### config.mk
export PLATFORM = sky130hd
export DESIGN_NAME = fp_add_pipe
export DESIGN_NICKNAME = d
export VERILOG_FILES = /design/src/rtl/fp_add_pipe.sv
export SDC_FILE = /design/constraint.sdc
export NUM_CORES = 1
export LEC_CHECK = 0
export CAP_MARGIN = 15
export CORE_MARGIN = 8
export CORE_UTILIZATION = 60
export DETAILED_ROUTE_END_ITERATION = 12
export PLACE_DENSITY_LB_ADDON = 0.15
export SYNTH_ARGS = -nofsm -noshare
export SYNTH_HDL_FRONTEND = slang
export SYNTH_SLANG_ARGS = --single-unit
### constraint.sdc
create_clock -name clock -period 6.41 [get_ports clock]
set_input_delay 0.641 -clock clock [delete_from_list [all_inputs] [get_ports clock]]
set_output_delay 0.641 -clock clock [all_outputs]
set_load 0.02 [all_outputs]
### src/rtl/fp_add_pipe.sv
// fp_add_pipe: three-stage pipelined floating-point adder/subtractor (align, add, normalise/round) with RNE and flags
module fp_add_pipe #(
  parameter int EXP_W = 5,
  parameter int MAN_W = 10,
  parameter int TAG_W = 8
) (
  input  logic                   clock,
  input  logic                   reset,
  input  logic                   in_valid,
  output logic                   in_ready,
  input  logic                   in_sub,
  input  logic [EXP_W+MAN_W:0]   in_opA,
  input  logic [EXP_W+MAN_W:0]   in_opB,
  input  logic [TAG_W-1:0]       in_tag,
  output logic                   out_valid,
  input  logic                   out_ready,
  output logic [EXP_W+MAN_W:0]   out_sum,
  output logic [TAG_W-1:0]       out_tag,
  output logic [3:0]             out_flags
);
  localparam int W = 1 + EXP_W + MAN_W;
  localparam int SW = MAN_W + 4;
  localparam int N = MAN_W + 5;
  localparam int LW = $clog2(N + 1);
  localparam logic [EXP_W-1:0] EMAX = '1;
  localparam logic [W-1:0] QNAN = {1'b0, EMAX, 1'b1, {(MAN_W-1){1'b0}}};
  logic v1_q, v2_q, v3_q, ld1, ld2, ld3;
  assign ld3 = !v3_q | out_ready;
  assign ld2 = !v2_q | ld3;
  assign ld1 = !v1_q | ld2;
  assign in_ready = ld1;
  assign out_valid = v3_q;
  logic sa, sb, za, zb, ia, ib, na, nb, swap;
  logic [EXP_W-1:0] ea, eb, xa, xb, d;
  logic [MAN_W-1:0] fa, fb;
  logic [MAN_W:0] ma, mb;
  logic [31:0] dc;
  logic [2*SW-1:0] sh;
  assign sa = in_opA[W-1];
  assign sb = in_opB[W-1] ^ in_sub;
  assign {ea, fa} = in_opA[W-2:0];
  assign {eb, fb} = in_opB[W-2:0];
  assign xa = (ea == '0) ? EXP_W'(1) : ea;
  assign xb = (eb == '0) ? EXP_W'(1) : eb;
  assign ma = {ea != '0, fa};
  assign mb = {eb != '0, fb};
  assign na = (ea == EMAX) && (fa != '0);
  assign nb = (eb == EMAX) && (fb != '0);
  assign ia = (ea == EMAX) && (fa == '0);
  assign ib = (eb == EMAX) && (fb == '0);
  assign za = (ea == '0) && (fa == '0);
  assign zb = (eb == '0) && (fb == '0);
  assign swap = in_opB[W-2:0] > in_opA[W-2:0];
  assign d = swap ? xb - xa : xa - xb;
  assign dc = (32'(d) > 32'(SW)) ? 32'(SW) : 32'(d);
  assign sh = {swap ? ma : mb, 3'b000, {SW{1'b0}}} >> dc;
  logic spec_d;
  logic [W-1:0] sv_d;
  logic [3:0] sf_d;
  // special operands bypass the datapath; NaN first, then infinities, then zeros
  always_comb begin
    spec_d = 1'b1;
    sv_d = QNAN;
    sf_d = 4'b0000;
    if (na | nb) sf_d = {(na & !fa[MAN_W-1]) | (nb & !fb[MAN_W-1]), 3'b000};
    else if (ia & ib & (sa != sb)) sf_d = 4'b1000;
    else if (ia) sv_d = {sa, EMAX, {MAN_W{1'b0}}};
    else if (ib) sv_d = {sb, EMAX, {MAN_W{1'b0}}};
    else if (za & zb) sv_d = {sa & sb, {(W-1){1'b0}}};
    else if (zb) sv_d = in_opA;
    else if (za) sv_d = {sb, in_opB[W-2:0]};
    else spec_d = 1'b0;
  end
  logic s1_sub_q, s1_s_q, s1_spec_q;
  logic [EXP_W-1:0] s1_e_q;
  logic [SW-1:0] s1_bm_q, s1_sm_q;
  logic [W-1:0] s1_sv_q;
  logic [3:0] s1_sf_q;
  logic [TAG_W-1:0] s1_tag_q;
  // stage 1: register the swapped operands with the small significand aligned into G/R/S
  always_ff @(posedge clock) begin
    if (reset) v1_q <= 1'b0;
    else if (ld1) v1_q <= in_valid;
    if (ld1) begin
      s1_sub_q <= sa ^ sb;
      s1_s_q <= swap ? sb : sa;
      s1_e_q <= swap ? xb : xa;
      s1_bm_q <= {swap ? mb : ma, 3'b000};
      s1_sm_q <= {sh[2*SW-1:SW+1], |sh[SW:0]};
      s1_spec_q <= spec_d;
      s1_sv_q <= sv_d;
      s1_sf_q <= sf_d;
      s1_tag_q <= in_tag;
    end
  end
  logic [N-1:0] sum_d;
  logic [LW-1:0] lz_d;
  // stage 2 logic: magnitude add/subtract (never negative) and leading-zero count incl. carry bit
  always_comb begin
    sum_d = s1_sub_q ? {1'b0, s1_bm_q} - {1'b0, s1_sm_q} : {1'b0, s1_bm_q} + {1'b0, s1_sm_q};
    lz_d = LW'(N);
    for (int i = 0; i < N; i++) if (sum_d[i]) lz_d = LW'(N - 1 - i);
  end
  logic s2_s_q, s2_spec_q;
  logic [EXP_W-1:0] s2_e_q;
  logic [N-1:0] s2_sum_q;
  logic [LW-1:0] s2_lz_q;
  logic [W-1:0] s2_sv_q;
  logic [3:0] s2_sf_q;
  logic [TAG_W-1:0] s2_tag_q;
  // stage 2: register raw sum and its leading-zero count
  always_ff @(posedge clock) begin
    if (reset) v2_q <= 1'b0;
    else if (ld2) v2_q <= v1_q;
    if (ld2) begin
      s2_s_q <= s1_s_q;
      s2_e_q <= s1_e_q;
      s2_sum_q <= sum_d;
      s2_lz_q <= lz_d;
      s2_spec_q <= s1_spec_q;
      s2_sv_q <= s1_sv_q;
      s2_sf_q <= s1_sf_q;
      s2_tag_q <= s1_tag_q;
    end
  end
  logic [EXP_W:0] ls, ef, er;
  logic [SW-1:0] nm;
  logic [MAN_W+1:0] rnd;
  logic inc, inx, ovf;
  logic [W-1:0] res_d;
  logic [3:0] flg_d;
  // stage 3 logic: normalise (left shift capped so tiny results go subnormal), round to nearest even
  always_comb begin
    ls = (32'(s2_lz_q) < 32'(s2_e_q)) ? (EXP_W+1)'(s2_lz_q - 1'b1) : {1'b0, s2_e_q - 1'b1};
    nm = s2_sum_q[N-1] ? {s2_sum_q[N-1:2], |s2_sum_q[1:0]} : s2_sum_q[N-2:0] << ls;
    ef = s2_sum_q[N-1] ? {1'b0, s2_e_q} + 1'b1 : nm[SW-1] ? {1'b0, s2_e_q} - ls : '0;
    inc = nm[2] & (nm[1] | nm[0] | nm[3]);
    inx = |nm[2:0];
    rnd = {1'b0, nm[SW-1:3]} + {{(MAN_W+1){1'b0}}, inc};
    er = rnd[MAN_W+1] ? ef + 1'b1 : (ef == '0 && rnd[MAN_W]) ? {{EXP_W{1'b0}}, 1'b1} : ef;
    ovf = er >= {1'b0, EMAX};
    res_d = s2_spec_q ? s2_sv_q : (s2_sum_q == '0) ? '0 : ovf ? {s2_s_q, EMAX, {MAN_W{1'b0}}} : {s2_s_q, er[EXP_W-1:0], rnd[MAN_W-1:0]};
    flg_d = s2_spec_q ? s2_sf_q : (s2_sum_q == '0) ? 4'b0000 : ovf ? 4'b0101 : {2'b00, ef == '0 && inx, inx};
  end
  logic [W-1:0] sum_q;
  logic [TAG_W-1:0] tag_q;
  logic [3:0] flg_q;
  // stage 3: output register, only overwritten by a real operation so outputs hold under stall
  always_ff @(posedge clock) begin
    if (reset) begin
      v3_q <= 1'b0;
      sum_q <= '0;
      tag_q <= '0;
      flg_q <= '0;
    end else if (ld3) begin
      v3_q <= v2_q;
      if (v2_q) begin
        sum_q <= res_d;
        tag_q <= s2_tag_q;
        flg_q <= flg_d;
      end
    end
  end
  assign out_sum = sum_q;
  assign out_tag = tag_q;
  assign out_flags = flg_q;
endmodule

==> flow_summary.toml, run 1 <==
[timing]
finalCritPeriodShare_pct = 88.8
fmax_mhz = 176
finalWorstSetupSlack_ns = 0.719
finalHoldViolCount = 0
tightest_slew_ns = 1.07
maxSlewHeadroom_pct = 28.4
setup_tns_ns = 0
drv_slew = 0
rsz0062_at_grt = "false"
clock-skew-final_ns = 0.00844
finalCriticalPeriod_ns = 5.69
setup_viol = 0
holdWs_ns = 0.415

[place]
place_ws_ns = 0.562
placed_area_um2 = 10900
gp_congestion = 0.982
dp_hpwl_um = 19900
placed_cells_incl_taps = 1373
io_buffers = 74

[global_routing]
antenna_found_initial = 0
grt_overflow = 0
grt_pass1_wl_um = 42000
grt_start_max_net_pins = 59
grt_usage_pct = 24.2
grt_pass1_vias = 8360

[worst_setup_path]
r2r_slack_ns = 0.89
crit_slowest_cell = "or4_1"
rr_startpoint = "s2_e_q[3]$_DFFE_PP_"
critPathArrivalTime_ns = 5.87
critical-path-max-stage-delay_ns = 0.61
critPathLaunch = "in_opB[11]"
rr_worst_depth = 19
r2r_end = "out_flags[0]$_SDFFE_PP0P_"
critPathBufInv = 3
cp.required_ns = 6.59
critical-path-top-cell-by-count = "a21o_1"
critPathTopFamily = "compound AO/OA/AOI/OAI gates"
crit_type = "in -> reg"
cp_max_fo = 8
critPathLaunchType = "input port"
crit_chain = "clkdlybuf4s50_1 > or4_1 > nor2_1 > nor2_1 > inv_1 > ha_1 > inv_1 > fa_1 > a21o_1 > a21o_1 > nand2b_1 > a21oi_1 > a31oi_1 > a31oi_1 > nand2_1 > a311oi_1 > o21ai_0 > nor4bb_1 > nand4_1 > a21o_1"
crit_path_end_kind = "flip-flop"

[clock_network]
cts_tree = "done"
cts.repair.resized = 0
post_cts_buffers = 0
h-tree-depth = 4
clockRootBuffer = "clkbuf_16"
clockBufferDepth = 2
clock_latency_ns = 0.42
cts.sinks = 140
clk_pin_slew_ns = 0.06
numCtsBuffers = 17
cts-hold-fix-buffers = 0

[yosys]
yosysMostFrequentCell = "nand2_1"
yosysTopAreaCell = "edfxtp_1"
synth.distinct_cells = 87
synth_nets = 1230
ys_warn_count = 0
syn_area_um2 = 10000
async_reset_ff_share_pct = 0
synth-edff-count = 109
syn_avg_cell_area_um2 = 8.94
synth_area_leaders = "edfxtp_1 33%, ha_1 7.6%, dfxtp_1 6.2%, a21oi_1 5.2%, nand2_1 4.2%"
synth_seq_area_share_pct = 38.9
ys_top_cells_by_count = "112 x nand2_1, 109 x edfxtp_1, 104 x a21oi_1"
synth_flop_cell = "edfxtp_1"
ys_ff_latch = 140
syn_inst = 1120
synth_top_cell_area_share_pct = 32.7

[route]
wire_per_inst_um = 18.3
dr.pass1.iters = 6
ant_nets = 0
drc = 0
viasPerCell = 6.23
vias = 8766
detail_route.iter0.violations = 933
wl_um = 25700

[cells_and_area]
drive_above_1_share_pct = 6.91
finalNetCount = 1283
stdcell_area_um2 = 11500
num_antenna_cells = 0
area_delta_synth_final_pct = 14.5
fin_cells = 1406
post-route-util_pct = 69.6

[min_path]
hold_path_end = "s2_tag_q[6]$_DFFE_PP_"
hold_start = "s1_tag_q[6]$_DFFE_PP_"
hold_class = "reg -> reg"
whs_path_depth = 0

[floorplan]
initial_core_util_pct = 60.8
dieArea_um2 = 21100
die_h_um = 145
ios = 75
core-area_um2 = 16500
rows = 47
dieWidth_um = 145

[power_and_ir_drop]
ir_worst_vdd_v = 0.000329
leakage_nw = 4.64
internal_power_mw = 2.58
pwr-share-seq_pct = 26.6
sw_frac_of_total_pct = 43.8
pwr-share-clk_pct = 20.1
combPwrFrac_pct = 53.3
power.density_nw_per_um2 = 401
power_switching_mw = 2.01
power_mw = 4.59

[run]
maxCapViolCount = 0

[status]
status = "finished, final reports clean"
==> cell type report <==
cell class,instances,area [um2]
Inverter,74,278
Fill cell,1319,5000
Multi-Input combinational cell,855,5620
Sequential cell,140,3890
Clock inverter,15,149
Clock buffer,17,425
Tap cell,220,275
Timing Repair Buffer,85,823
==> layout by cell type, fill, tap and decap left out, types with 5 or more instances in the layout <==
cell,count
a22oi_1,17
inv_1,71
nand2b_1,8
clkdlybuf4s50_1,74
o21bai_1,9
dfxtp_1,31
inv_6,5
nor3_1,31
clkbuf_16,17
xor2_1,15
or2_2,7
buf_4,11
ha_1,61
edfxtp_1,109
o211ai_1,18
nor2_1,91
nand3_1,30
a211oi_1,14
a21oi_1,104
and3_1,11
o22ai_1,6
nor3b_1,5
a31oi_1,9
nand2_1,111
or3_1,12
mux2_2,8
or4_1,5
xnor2_1,22
nor4_1,7
mux2i_1,23
nand4_1,17
nor2b_1,10
and2_1,9
o21ai_0,70
o21a_1,12
a21o_1,28
==> how the worst max path moves through the flow <==
stage / endpoint / slack [ns] / depth (start not counted)
6_report: s1_sm_q[0]$_DFFE_PP_ / 0.72 / 20
5_1_grt: s1_sm_q[0]$_DFFE_PP_ / 0.34 / 20
4_1_cts: s1_sm_q[0]$_DFFE_PP_ / 0.83 / 20
3_5_place_dp: s1_sm_q[0]$_DFFE_PP_ / 0.56 / 20
3_3_place_gp: s1_sm_q[0]$_DFFE_PP_ / 0.70 / 20
2_1_floorplan: s1_sm_q[0]$_DFFE_PP_ / 1.70 / 20
==> layer usage <==
layer	up-vias	track usage, %	share of wire [%]
met5	-	0	0
met4	0	9.79	2.9
met3	54	4.45	6.2
met2	346	41.4	49
met1	4111	29.7	42
li1	4255	-	-
==> sequential cells by signal, indices dropped and copies added, names as in the netlist <==
register	flops
s2_sum_q	15
s1_sf_q	1
s1_sub_q	1
s2_sv_q	16
s2_e_q	5
out_tag	8
s2_s_q	1
s1_sv_q	16
s1_tag_q	8
out_valid	1
s1_s_q	1
out_flags	4
s2_lz_q	4
s1_e_q	5
s1_spec_q	1
s1_bm_q	11
v1_q	1
s2_tag_q	8
v2_q	1
out_sum	16
s1_sm_q	14
s2_spec_q	1
s2_sf_q	1
==> logic make-up (layout without fill, tap and decap cells) <==
logic type | after synthesis | after routing | share of synthesized area [%]
AOI/OAI and AO/OA | 352 | 352 | 23.2
muxes | 32 | 32 | 3.43
and+or+nand+nor | 369 | 369 | 17.8
xor gates and xnor gates | 37 | 37 | 3.24
buffers and inverters | 125 | 191 | 5.01
DFF | 140 | 140 | 38.9
adders and majority gates | 65 | 65 | 8.43
==> power by group through the flow <==
stage	logic (mW)	clock network [mW]	registers, mW
after floorplan	1.88	0	1.20
after global placement	2.39	0	1.23
after detailed placement	2.40	0	1.24
after CTS	2.42	0.935	1.22
after global routing	2.70	0.977	1.24
final	2.45	0.922	1.22
Power figures use the tool's default switching activity.
==> run 2: changes to the inputs <==
CTS_BUF_LIST = sky130_fd_sc_hd__clkbuf_16   (was not set)
RECOVER_POWER = 25   (was not set)
==> flow_summary.toml, run 2 (synthesized netlist as in run 1, its figures left out) <==
[timing]
finalCriticalPeriod_ns = 5.66
rsz0062_at_grt = "false"
finalCritPeriodShare_pct = 88.3
setup_viol = 0
finalHoldViolCount = 0
maxSlewHeadroom_pct = 29.5
tightest_slew_ns = 1.06
fmax_mhz = 177
clock-skew-final_ns = 0.00851
setup_tns_ns = 0
drv_slew = 0

[place]
dp_hpwl_um = 19900
gp_congestion = 0.982
placed_area_um2 = 10900
io_buffers = 74

[run]
maxCapViolCount = 0

[worst_setup_path]
cp.required_ns = 6.59
critPathArrivalTime_ns = 5.84
crit_type = "in -> reg"
crit_path_end_kind = "flip-flop"
rr_worst_depth = 19
critPathLaunchType = "input port"
cp_max_fo = 8

[floorplan]
ios = 75
dieWidth_um = 145
core-area_um2 = 16500
die_h_um = 145
initial_core_util_pct = 60.8
rows = 47
dieArea_um2 = 21100

[route]
dr.pass1.iters = 5
wire_per_inst_um = 18.3
vias = 8771
wl_um = 25700
viasPerCell = 6.24
ant_nets = 0
drc = 0
detail_route.iter0.violations = 997

[cells_and_area]
finalNetCount = 1283
multi_input_area_um2 = 5620
regArea_um2 = 3890
area_delta_synth_final_pct = 14.5
fillers = 1319
post-route-util_pct = 69.6
layout_commonest_cell = "nand2_1"
num_antenna_cells = 0
stdcell_area_um2 = 11500
drive_above_1_share_pct = 6.91
final_cell_mix = "111 x nand2_1, 109 x edfxtp_1, 104 x a21oi_1"

[global_routing]
grt_pass1_vias = 8360
antenna_found_initial = 0
grt_pass1_wl_um = 42000
grt_overflow = 0
grt_usage_pct = 24.2
grt_start_max_net_pins = 59

[min_path]
hold_class = "reg -> reg"
whs_path_depth = 0

[power_and_ir_drop]
power.density_nw_per_um2 = 401
ir_worst_vdd_v = 0.000331
leakage_nw = 4.70

[clock_network]
cts-hold-fix-buffers = 0
clock_latency_ns = 0.42
post_cts_buffers = 0
clockRootBuffer = "clkbuf_16"
cts.repair.resized = 0
clockBufferDepth = 2
clk_pin_slew_ns = 0.06
cts_tree = "done"
cts.sinks = 140
h-tree-depth = 4
numCtsBuffers = 17

[status]
status = "finished, final reports clean"
[run 2: worst paths after layout]
path / startpoint / end / slack (ns)
worst min register to register: s1_tag_q[7]$_DFFE_PP_ / s2_tag_q[7]$_DFFE_PP_ / 0.41
worst max-delay path: in_opB[11] / s1_sm_q[0]$_DFFE_PP_ / 0.75
worst max register to register: s2_e_q[3]$_DFFE_PP_ / out_flags[2]$_SDFFE_PP0P_ / 0.85
worst min-delay path: s1_tag_q[7]$_DFFE_PP_ / s2_tag_q[7]$_DFFE_PP_ / 0.41
[run 2: worst max-delay path: stages]
cell and delay, ns:
clkdlybuf4s50_1 0.57, or4_1 0.60, nor2_1 0.19, nor2_1 0.10, inv_1 0.07, ha_1 0.16, inv_1 0.05, fa_1 0.41
a21o_1 0.18, a21o_1 0.18, nand2b_1 0.17, a21oi_1 0.13, a31oi_1 0.12, a31oi_1 0.47, nand2_1 0.23, a311oi_1 0.55
o21ai_0 0.23, nor4bb_1 0.44, nand4_1 0.14, a21o_1 0.19
[run 2: stage by stage]
step	instances	hold slack (ns)	setup slack, ns	power, mW
after floorplan	1120	0.400	1.70	3.07
after global placement	1373	0.400	0.702	3.62
after detailed placement	1373	0.405	0.562	3.63
after CTS	1405	0.415	0.830	4.57
after global routing	1406	0.425	0.336	4.90
final	1406	0.414	0.750	4.60
[run 2: area by class of cell]
| cell class | instances | share of cell area [%] |
|---|---|---|
| multi-input cells | 855 | 49.0 |
| flip-flops and latches | 140 | 34.0 |
| repair buffers | 85 | 7.18 |
| clock buffers | 17 | 3.71 |
| inverters | 74 | 2.42 |
| well taps | 220 | 2.40 |
| clock inverters | 15 | 1.30 |
[run 2: routing by layer]
metal  vias to the layer above  share of wire, %  track usage [%]
met5                         -                 0                0
met3                        58               5.9             4.45
met4                         0               3.0             9.79
met1                      4102                42             29.7
met2                       351                49             41.4
li1                       4260                 -                -
[run 2: where the power goes]
part	leakage (nW)	internal [mW]	switching, mW
clock network	0.277	0.515	0.410
logic	2.99	0.964	1.48
registers	1.44	1.10	0.123
==> run 3: changes to the inputs <==
HOLD_SLACK_MARGIN = 0.02   (was not set)
==> results of run 3 <==
Final layout, timing and power as in run 2 (identical DEF).
